`src/rtl/gameserver_pkg.sv`:
```
// gameserver_pkg: constants, state encoding and field-widening helpers for
// the state-frame transmitter.
//
// Contents:
//   COORD_W / SCORE_W       field widths on the input buses
//   BALL_CNT / PADDLE_CNT   number of balls and paddles in a snapshot
//   BODY_BYTES / WORD_W     body length in bytes and width of one body word
//   DEFAULT_HEADER          frame start byte used when HEADER is not overridden
//   frame_state_t           FSM state encoding (SEQ exists only with STATE_FRAME_SEQ_EN)
//   sext_coord / zext_score widen a field to one 16-bit body word
package gameserver_pkg;

    localparam int COORD_W    = 11;
    localparam int SCORE_W    = 9;
    localparam int BALL_CNT   = 5;
    localparam int PADDLE_CNT = 4;
    localparam int BODY_BYTES = 32;
    localparam int WORD_W     = 16;

    localparam logic [7:0] DEFAULT_HEADER = 8'hA5;

    typedef enum logic [2:0] {
        IDLE = 3'd0,
        HDR  = 3'd1,
`ifdef STATE_FRAME_SEQ_EN
        SEQ  = 3'd2,
`endif
        BODY = 3'd3,
        CSUM = 3'd4
    } frame_state_t;

    function automatic logic [WORD_W-1:0] sext_coord(input logic [COORD_W-1:0] c);
        return {{(WORD_W-COORD_W){c[COORD_W-1]}}, c};
    endfunction

    function automatic logic [WORD_W-1:0] zext_score(input logic [SCORE_W-1:0] s);
        return {{(WORD_W-SCORE_W){1'b0}}, s};
    endfunction

endpackage

```
`src/rtl/frame_byte_sel.sv`:
```
// frame_byte_sel: combinational selector that turns a body byte index into
// the matching byte of the captured snapshot.
//
// Ports:
//   shadow_x   in   captured ball x positions (ball i at [11i+10:11i])
//   shadow_y   in   captured ball y positions
//   shadow_p   in   captured paddle y positions (paddle 0..3)
//   shadow_l   in   captured left score
//   shadow_r   in   captured right score
//   byte_idx   in   body byte index 0..31
//   body_byte  out  selected byte
//
// Word order: ball0 x, ball0 y, ... ball4 x, ball4 y, paddle0..3 y, l, r.
// Each word is sent high byte first, so byte_idx[0]=0 picks the high byte.
module frame_byte_sel
    import gameserver_pkg::*;
(
    input  logic [BALL_CNT*COORD_W-1:0]   shadow_x,
    input  logic [BALL_CNT*COORD_W-1:0]   shadow_y,
    input  logic [PADDLE_CNT*COORD_W-1:0] shadow_p,
    input  logic [SCORE_W-1:0]            shadow_l,
    input  logic [SCORE_W-1:0]            shadow_r,
    input  logic [4:0]                    byte_idx,
    output logic [7:0]                    body_byte
);

    logic [3:0]         word_idx;
    logic [2:0]         ball;
    logic [1:0]         pad;
    logic [COORD_W-1:0] coord;
    logic [WORD_W-1:0]  word;

    always_comb begin
        word_idx = byte_idx[4:1];
        ball     = '0;
        pad      = '0;
        coord    = '0;
        word     = '0;
        if (word_idx < 4'd10) begin
            // even word = x, odd word = y of the same ball
            ball  = word_idx[3:1];
            coord = word_idx[0] ? shadow_y[int'(ball)*COORD_W +: COORD_W]
                                : shadow_x[int'(ball)*COORD_W +: COORD_W];
            word  = sext_coord(coord);
        end else if (word_idx < 4'd14) begin
            pad   = 2'(word_idx - 4'd10);
            coord = shadow_p[int'(pad)*COORD_W +: COORD_W];
            word  = sext_coord(coord);
        end else if (word_idx == 4'd14) begin
            word  = zext_score(shadow_l);
        end else begin
            word  = zext_score(shadow_r);
        end
        body_byte = byte_idx[0] ? word[7:0] : word[15:8];
    end

endmodule

```
`src/rtl/state_frame_tx.sv`:
```
// state_frame_tx: snapshots the game state on stclk and streams it as a byte
// frame over a valid/ready interface.
//
// Frame: HEADER, [SEQ], 32 body bytes, CSUM (XOR of every byte after HEADER).
// Optional feature macro: STATE_FRAME_SEQ_EN adds an 8-bit frame sequence
// byte after HEADER; it counts completed frames and wraps.
//
// Ports:
//   clk           in   clock, rising edge
//   rst_n         in   asynchronous reset, active HIGH despite the name
//   stclk         in   one-cycle snapshot strobe
//   ball_x_bus    in   5 x signed 11-bit ball x
//   ball_y_bus    in   5 x signed 11-bit ball y
//   paddle_y_bus  in   4 x signed 11-bit paddle y
//   l_score       in   unsigned 9-bit left score
//   r_score       in   unsigned 9-bit right score
//   tx_data       out  current byte
//   tx_valid      out  tx_data valid
//   tx_ready      in   sink accepts tx_data
//   busy          out  frame in progress
//   frame_done    out  one-cycle pulse after the CSUM byte is accepted
//   drop_cnt      out  saturating count of strobes ignored while busy
//
// state | meaning
// ------+-----------------------------------------------------------
// IDLE  | waiting for stclk; snapshot captured on the strobe
// HDR   | HEADER byte presented
// SEQ   | sequence byte presented (STATE_FRAME_SEQ_EN only)
// BODY  | body byte byte_idx presented
// CSUM  | checksum byte presented
module state_frame_tx
    import gameserver_pkg::*;
#(
    parameter logic [7:0] HEADER = DEFAULT_HEADER
) (
    input  logic                          clk,
    input  logic                          rst_n,
    input  logic                          stclk,
    input  logic [BALL_CNT*COORD_W-1:0]   ball_x_bus,
    input  logic [BALL_CNT*COORD_W-1:0]   ball_y_bus,
    input  logic [PADDLE_CNT*COORD_W-1:0] paddle_y_bus,
    input  logic [SCORE_W-1:0]            l_score,
    input  logic [SCORE_W-1:0]            r_score,
    output logic [7:0]                    tx_data,
    output logic                          tx_valid,
    input  logic                          tx_ready,
    output logic                          busy,
    output logic                          frame_done,
    output logic [7:0]                    drop_cnt
);

    frame_state_t                  state;
    logic [4:0]                    byte_idx;
    logic [4:0]                    sel_idx;
    logic [7:0]                    body_byte;
    logic [7:0]                    csum;
    logic [BALL_CNT*COORD_W-1:0]   shadow_x;
    logic [BALL_CNT*COORD_W-1:0]   shadow_y;
    logic [PADDLE_CNT*COORD_W-1:0] shadow_p;
    logic [SCORE_W-1:0]            shadow_l;
    logic [SCORE_W-1:0]            shadow_r;
`ifdef STATE_FRAME_SEQ_EN
    logic [7:0]                    seq_cnt;
`endif

    // tx_data is registered, so the selector always looks one byte ahead:
    // index 0 while leaving HDR/SEQ, byte_idx+1 while inside BODY.
    assign sel_idx = (state == BODY) ? byte_idx + 5'd1 : 5'd0;

    frame_byte_sel u_sel (
        .shadow_x  (shadow_x),
        .shadow_y  (shadow_y),
        .shadow_p  (shadow_p),
        .shadow_l  (shadow_l),
        .shadow_r  (shadow_r),
        .byte_idx  (sel_idx),
        .body_byte (body_byte)
    );

    assign busy = (state != IDLE);

    always_ff @(posedge clk or posedge rst_n) begin
        if (rst_n) begin
            state      <= IDLE;
            byte_idx   <= '0;
            csum       <= '0;
            tx_data    <= '0;
            tx_valid   <= 1'b0;
            frame_done <= 1'b0;
            drop_cnt   <= '0;
            shadow_x   <= '0;
            shadow_y   <= '0;
            shadow_p   <= '0;
            shadow_l   <= '0;
            shadow_r   <= '0;
`ifdef STATE_FRAME_SEQ_EN
            seq_cnt    <= '0;
`endif
        end else begin
            frame_done <= 1'b0;

            // Strobes outside IDLE are lost, including the CSUM-accept cycle.
            if (stclk && (state != IDLE) && (drop_cnt != 8'hFF)) begin
                drop_cnt <= drop_cnt + 8'd1;
            end

            case (state)
                IDLE: begin
                    if (stclk) begin
                        shadow_x <= ball_x_bus;
                        shadow_y <= ball_y_bus;
                        shadow_p <= paddle_y_bus;
                        shadow_l <= l_score;
                        shadow_r <= r_score;
                        csum     <= '0;
                        byte_idx <= '0;
                        tx_data  <= HEADER;
                        tx_valid <= 1'b1;
                        state    <= HDR;
                    end
                end

                HDR: begin
                    if (tx_ready) begin
`ifdef STATE_FRAME_SEQ_EN
                        tx_data  <= seq_cnt;
                        state    <= SEQ;
`else
                        tx_data  <= body_byte;
                        byte_idx <= '0;
                        state    <= BODY;
`endif
                    end
                end

`ifdef STATE_FRAME_SEQ_EN
                SEQ: begin
                    if (tx_ready) begin
                        csum     <= csum ^ tx_data;
                        tx_data  <= body_byte;
                        byte_idx <= '0;
                        state    <= BODY;
                    end
                end
`endif

                BODY: begin
                    if (tx_ready) begin
                        csum <= csum ^ tx_data;
                        if (byte_idx == 5'(BODY_BYTES-1)) begin
                            // final body byte folds into the checksum on the way out
                            tx_data <= csum ^ tx_data;
                            state   <= CSUM;
                        end else begin
                            tx_data  <= body_byte;
                            byte_idx <= byte_idx + 5'd1;
                        end
                    end
                end

                CSUM: begin
                    if (tx_ready) begin
                        tx_data    <= '0;
                        tx_valid   <= 1'b0;
                        frame_done <= 1'b1;
                        state      <= IDLE;
`ifdef STATE_FRAME_SEQ_EN
                        seq_cnt    <= seq_cnt + 8'd1;
`endif
                    end
                end

                default: begin
                    tx_valid <= 1'b0;
                    state    <= IDLE;
                end
            endcase
        end
    end

endmodule
```
`config.mk`:
```
export PLATFORM = sky130hd
export DESIGN_NAME = state_frame_tx
export DESIGN_NICKNAME = d
export VERILOG_FILES = /design/src/rtl/gameserver_pkg.sv /design/src/rtl/frame_byte_sel.sv /design/src/rtl/state_frame_tx.sv
export SDC_FILE = /design/constraint.sdc
export NUM_CORES = 1
export LEC_CHECK = 0
export BUFFER_PORTS_ARGS = -buffer_cell sky130_fd_sc_hd__buf_2
export CORE_MARGIN = 2
export CORE_UTILIZATION = 45
export DETAILED_ROUTE_END_ITERATION = 10
export GPL_TIMING_DRIVEN = 0
export PLACE_DENSITY_LB_ADDON = 0.05
export SLEW_MARGIN = 30
export SYNTH_ARGS = -nofsm -noshare
export SYNTH_HDL_FRONTEND = slang
export SYNTH_HIERARCHICAL = 1
export SYNTH_SLANG_ARGS = --single-unit
```
`constraint.sdc`:
```
create_clock -name clk -period 8.8 [get_ports clk]
set_input_delay 0.88 -clock clk [delete_from_list [all_inputs] [get_ports clk]]
set_output_delay 0.88 -clock clk [all_outputs]
set_load 0.01 [all_outputs]
```
Word level (Yosys, flattened, before mapping):

Index checks and enable logic that the tools add are counted.

* register bits: 206
* input bits: 176
* output and inout port bits: 19
* logic and storage cells: 81

* add/sub/neg operators: 3
* multiply operators: 2
* magnitude comparators: 2
* equality and inequality tests: 12
* shift-type cells: 3
* multiplexer cells: 31
* bitwise gates (word level): 2
* reduce and logical (&&, ||, !) cells: 14

Operator list (number)
* $shiftx A55 B32 Y11: 2
* $mux W8: 8
* $shiftx A44 B32 Y11: 1
* $mux W16: 2
* $pmux W8 S4: 1
* $mux W5: 5
* $pmux W8 S2: 1
* $mux W3: 5
* $pmux W5 S3: 1
* $reduce_and A5 Y1: 3
* $pmux W3 S4: 1
* $mux W11: 1
* $ne A2 B2 Y1 const B: 5
* $mux W9: 1
* $add A8 B1 Y8 const B: 1
* $lt A4 B4 Y1 const B: 2
* $ne A8 B8 Y1 const B: 1
* $xor A8 B8 Y8: 1
* $mul A3 B4 Y7 const B: 1
* $mul A2 B4 Y6 const B: 1
* $reduce_and A3 Y1: 2
* $reduce_bool A3 Y1: 2
* $add A5 B1 Y5 const B: 1
* $eq A5 B5 Y1 const B: 1
* other kinds (15): 19

Longest topological paths before layout:

* depth in word-level cells: 11
* gate-level depth with buffers: 16
* depth with buffers taken out: 12

By module:

Netlist, hierarchy kept.

Modules (own cells, without submodules)
* state_frame_tx: instances 1, cells each 554, area each 8687.1 sq um, sequential area each 5154.9 sq um
* frame_byte_sel: instances 1, cells each 175, area each 1694.1 sq um, sequential area each 0.0 sq um

Worst setup path before layout:

OpenSTA, ideal clock, no wires.

* path kind: register -> register
* from: register state[2]
* to: register tx_data[7]
* setup time: 0.119 ns
* arrival: 2.661 ns
* data required time: 8.681 ns
* path slack: 6.020 ns
* stages on the path, launching flop included: 13
* path buffers: 3
* period minus slack after synthesis: 2.780 ns
* cells stage by stage: dfrtp_1 > buf_6 > and3b_1 > buf_2 > and2_1 > buf_6 > mux4_1 > mux4_2 > nor2_1 > nor2_1 > a21oi_1 > o22ai_1 > o21a_1

* longest elaborated chain between the ends: 11
* elaborated cells on any way between the ends: 29
* classes of those cells: add/sub (1); mul (2); order compare (2); eq/ne (8); shift (3); mux (10); reduce/logical (3)

Ends and longest elaborated chain
* from (decl): line state_frame_tx.sv:52 `frame_state_t state;`
* from (signal assigned): line state_frame_tx.sv:84 `state <= IDLE;`
* from (signal assigned): line state_frame_tx.sv:119 `state <= HDR;`
* from (signal assigned): line state_frame_tx.sv:131 `state <= BODY;`
* $eq A3 B2 Y1 (*): line state_frame_tx.sv:68 `assign sel_idx = (state == BODY) ? byte_idx + 5'd1 : 5'd0;`
* $mux W5 (*): line state_frame_tx.sv:68
* via sel_idx[1]: line state_frame_tx.sv:54 `logic [4:0] sel_idx;`
* $sub A2 B2 Y2: line frame_byte_sel.sv:46 `pad = 2'(word_idx - 4'd10);`
* $mul A2 B4 Y6: line frame_byte_sel.sv:47 `coord = shadow_p[int'(pad)*COORD_W +: COORD_W];`
* $shiftx A44 B32 Y11: line frame_byte_sel.sv:47
* $mux W16: line frame_byte_sel.sv:45 `end else if (word_idx < 4'd14) begin`
* $mux W16 (*): line frame_byte_sel.sv:39 `if (word_idx < 4'd10) begin`
* $mux W8 (*): line frame_byte_sel.sv:54 `body_byte = byte_idx[0] ? word[7:0] : word[15:8];`
* via body_byte[7]: line state_frame_tx.sv:55 `logic [7:0] body_byte;`
* $mux W8: line state_frame_tx.sv:150 `if (byte_idx == 5'(BODY_BYTES-1)) begin`
* $mux W8: line state_frame_tx.sv:148 `if (tx_ready) begin`
* $pmux W8 S4 (*): line state_frame_tx.sv:107 `case (state)`
* to (signal assigned): line state_frame_tx.sv:129 `tx_data <= body_byte;`
* to (signal assigned): line state_frame_tx.sv:152 `tx_data <= csum ^ tx_data;`
* to (signal assigned): line state_frame_tx.sv:155 `tx_data <= body_byte;`
* to (decl): line state_frame_tx.sv:44 `output logic [7:0] tx_data,`

Mark *: on every way through the listed nets, which the timed path passes. The rest lies on a longest branch. The select of a mux whose other input is x is not followed.
A chain may end at the register's enable or synchronous reset.

Final worst setup path:

* from: register state[0]
* to: register tx_data[0]

The elaborated chain is that of the path after synthesis.

==> flow_metrics.py <==
metrics = {
    "outcome": {
        "status": "complete, no violations",
    },
    "yosys": {
        "synthFlopType": "dfrtp_1",
        "synth_mux_area_frac": 0.315,
        "synth_compound_area_frac": 0.0715,
        "netlist_area_um2": 10400,
        "syn_area_per_cell_um2": 14.2,
        "ys_warn_count": 6,
        "synth_fa_ha_area_frac": 0.00362,
        "synth-edff-count": 0,
        "ys_seq_elements": 206,
        "synthArstFlopShare": 1.00,
        "netlist_instances": 729,
        "synth_top_family_by_area": "multiplexers",
        "synthDistinctLibCells": 65,
        "syn_nets": 908,
        "ys_seq_area_frac": 0.497,
        "synth_xor_area_frac": 0.00422,
        "synth-simple-area-share": 0.0627,
    },
    "global_route": {
        "grt-ovfl-total": 0,
        "grt_max_degree": 79,
        "antenna_found_initial": 1,
        "grt_pass1_wl_um": 43800,
        "track_usage": 0.240,
        "grt_pass1_vias": 7484,
    },
    "timing": {
        "finalMaxSlewViolations": 0,
        "max_slew.worst_pin.slew_ns": 0.831,
        "tns_ns": 0,
        "rsz0062_at_grt": "no",
        "hold_violations": 0,
        "period_needed_ns": 3.81,
        "clock.fmax_ghz": 0.263,
        "final-setup-viol-count": 0,
        "relSlewSlack": 0.446,
        "post-route-period-util": 0.433,
        "finClkSkew_ns": 0.0106,
    },
    "layout": {
        "drive_gt1_frac": 0.511,
        "fillers": 1887,
        "syn_to_final_growth_pct": 21.2,
        "multi_input_area_um2": 4750,
        "final-seq-area_um2": 5150,
        "final_core_util": 0.556,
        "layout_common_cells": "dfrtp_1 (206), buf_2 (203), mux2_2 (108)",
        "fin_nets": 1130,
        "final_common_cell": "dfrtp_1",
    },
    "routing": {
        "drt_iter0_markers": 307,
        "first_pass_iters": 4,
        "drtAntennaViolNets": 0,
        "drc": 0,
        "viasPerCell": 5.59,
        "post_drt_wl_per_cell_um": 23.1,
        "wl_um": 29000,
        "dr_total_vias": 7007,
    },
    "critical_path": {
        "path_delay_family": "buffers and inverters",
        "critPathLaunchType": "flop",
        "worstPathRequired_ns": 9.21,
        "critPathMaxStageDelay_ns": 0.65,
        "cp_slowest_cell": "clkbuf_1",
        "path_max_fanout": 10,
        "cp-end-kind": "flop",
        "crit_chain": "clkbuf_2 > nor2b_1 > nand2_1 > clkbuf_1 > nor2_1 > buf_4 > clkbuf_1 > mux4_2 > nor2_1 > nor2_1 > o32ai_1 > a21oi_1 > a21oi_1 > o22ai_1 > o21a_1",
        "path_buf_inv": 4,
        "rrSetupSlack_ns": 4.99,
        "worstSetupPathType": "reg2reg",
        "crit_top_cell": "nor2_1",
        "cp.arrival_ns": 4.22,
    },
    "clock_tree": {
        "root_buffer": "clkbuf_16",
        "cts-hold-fix-buffers": 0,
        "clock_sinks": 206,
        "cts_tree": "done",
        "cts_resized": 0,
        "clk_path_buf_depth": 3,
        "cts_made_buffers": 24,
        "cts.clk_slew.worst_paths_ns": 0.06,
        "clkLatencyLatePin_ns": 0.52,
        "cts_setup_buffers": 0,
        "cts.htree.levels": 1,
    },
    "pwr": {
        "ir_worst_vdd_mv": 0.182,
        "power.total_uw": 5530,
        "p_per_area_nw_per_um2": 439,
        "p_leak_uw": 0.00577,
    },
    "placement": {
        "place.gp.congestion": 0.951,
        "dpl.hpwl_um": 21200,
        "port_buffers": 194,
    },
    "job": {
        "cap_violations": 0,
    },
    "die": {
        "core-area_um2": 22600,
        "rows": 55,
        "die_h_um": 156,
        "die-area_um2": 24300,
        "start_util": 0.459,
        "die_width_um": 156,
        "boundaryPins": 195,
    },
    "hold_path": {
        "hp-class": "in2async",
    },
}
## through the flow
step | std cells | hold slack [ns] | worst slack, ns | area, um2
5_1_grt | 1253 | 0.442 | 4.72 | 12600
6_report | 1253 | 0.415 | 4.99 | 12600
3_3_place_gp | 1208 | 0.482 | 0.199 | 11700
4_1_cts | 1252 | 0.424 | 5.04 | 12600
3_5_place_dp | 1210 | 0.490 | 5.03 | 11800
2_1_floorplan | 729 | 0.471 | 2.30 | 10400
## power breakdown
part | switching, uW | total, uW | internal [uW] | leakage [uW]
Combinational | 1430 | 2810 | 1390 | 0.00284
Clock | 392 | 998 | 606 | 0.000405
Sequential | 293 | 1720 | 1420 | 0.00252
## worst paths after layout
kind | from | endpoint | depth (start not counted)
max in group asynchronous | rst_n | shadow_y[41]$_DFFE_PP0P_ | 3
hold / removal | rst_n | shadow_y[19]$_DFFE_PP0P_ | 2
hold reg to reg | shadow_x[26]$_DFFE_PP0P_ | shadow_x[26]$_DFFE_PP0P_ | 1
setup reg to reg | state[0]$_DFFE_PP0P_ | tx_data[0]$_DFFE_PP0P_ | 15
setup / recovery | state[0]$_DFFE_PP0P_ | tx_data[0]$_DFFE_PP0P_ | 15
min in group clk | shadow_x[26]$_DFFE_PP0P_ | shadow_x[26]$_DFFE_PP0P_ | 1
## metal layers
| layer | share of wire | up-vias | GRT usage |
|---|---|---|---|
| met4 | 0.035 | 0 | 0.0786 |
| met1 | 0.43 | 3553 | 0.320 |
| li1 | - | 3155 | - |
| met3 | 0.064 | 68 | 0.0589 |
| met2 | 0.47 | 231 | 0.386 |
| met5 | 0 | - | 0 |
## state kept, by name, summed over array words and instances (netlist names)
register,count
byte_idx,5
csum,8
drop_cnt,8
frame_done,1
shadow_l,9
shadow_p,44
shadow_r,9
shadow_x,55
shadow_y,55
state,3
tx_data,8
tx_valid,1
## logic make-up after synthesis
| family | count (synthesis) |
|---|---|
| and+or+nand+nor | 117 |
| adders and majority gates | 3 |
| muxes | 237 |
| xor gates and xnor gates | 5 |
| DFF | 206 |
| buffers and inverters | 53 |
| AOI/OAI and AO/OA | 108 |
## layout make-up
cell class,instances,share of cell area
antenna,1,0.000199
buffer,47,0.0362
clock buffer,38,0.0624
clock inverter,4,0.00159
inverter,6,0.00239
multi-input combinational,470,0.377
sequential,206,0.410
tap,285,0.0283
timing repair buffer,196,0.0816
## synthesized netlist by cell type (4+ instances only)
| master | instances | area share |
|---|---|---|
| and2_1 | 4 | 0.0024 |
| o22ai_1 | 6 | 0.0036 |
| o21ai_1 | 4 | 0.0019 |
| mux2_1 | 9 | 0.0098 |
| o221ai_1 | 7 | 0.0059 |
| xnor2_1 | 4 | 0.0034 |
| o21ai_0 | 22 | 0.011 |
| nor2b_1 | 5 | 0.0030 |
| buf_12 | 9 | 0.017 |
| o2bb2ai_1 | 6 | 0.0051 |
| mux4_2 | 18 | 0.039 |
| mux2i_1 | 14 | 0.013 |
| buf_2 | 9 | 0.0043 |
| dfrtp_1 | 206 | 0.50 |
| buf_6 | 8 | 0.0087 |
| o21a_1 | 6 | 0.0043 |
| mux2_2 | 108 | 0.12 |
| nand3_1 | 11 | 0.0053 |
| mux2_4 | 80 | 0.12 |
| nand2_1 | 24 | 0.0087 |
| buf_4 | 12 | 0.0087 |
| nand2b_1 | 6 | 0.0036 |
| a21oi_1 | 17 | 0.0082 |
| nor2_1 | 31 | 0.011 |
| inv_1 | 5 | 0.0018 |
| a21o_1 | 10 | 0.0072 |
| nor3b_1 | 18 | 0.013 |
| clkbuf_1 | 6 | 0.0022 |
| mux4_1 | 8 | 0.020 |
Note: power is estimated with default switching activity, not from simulation.
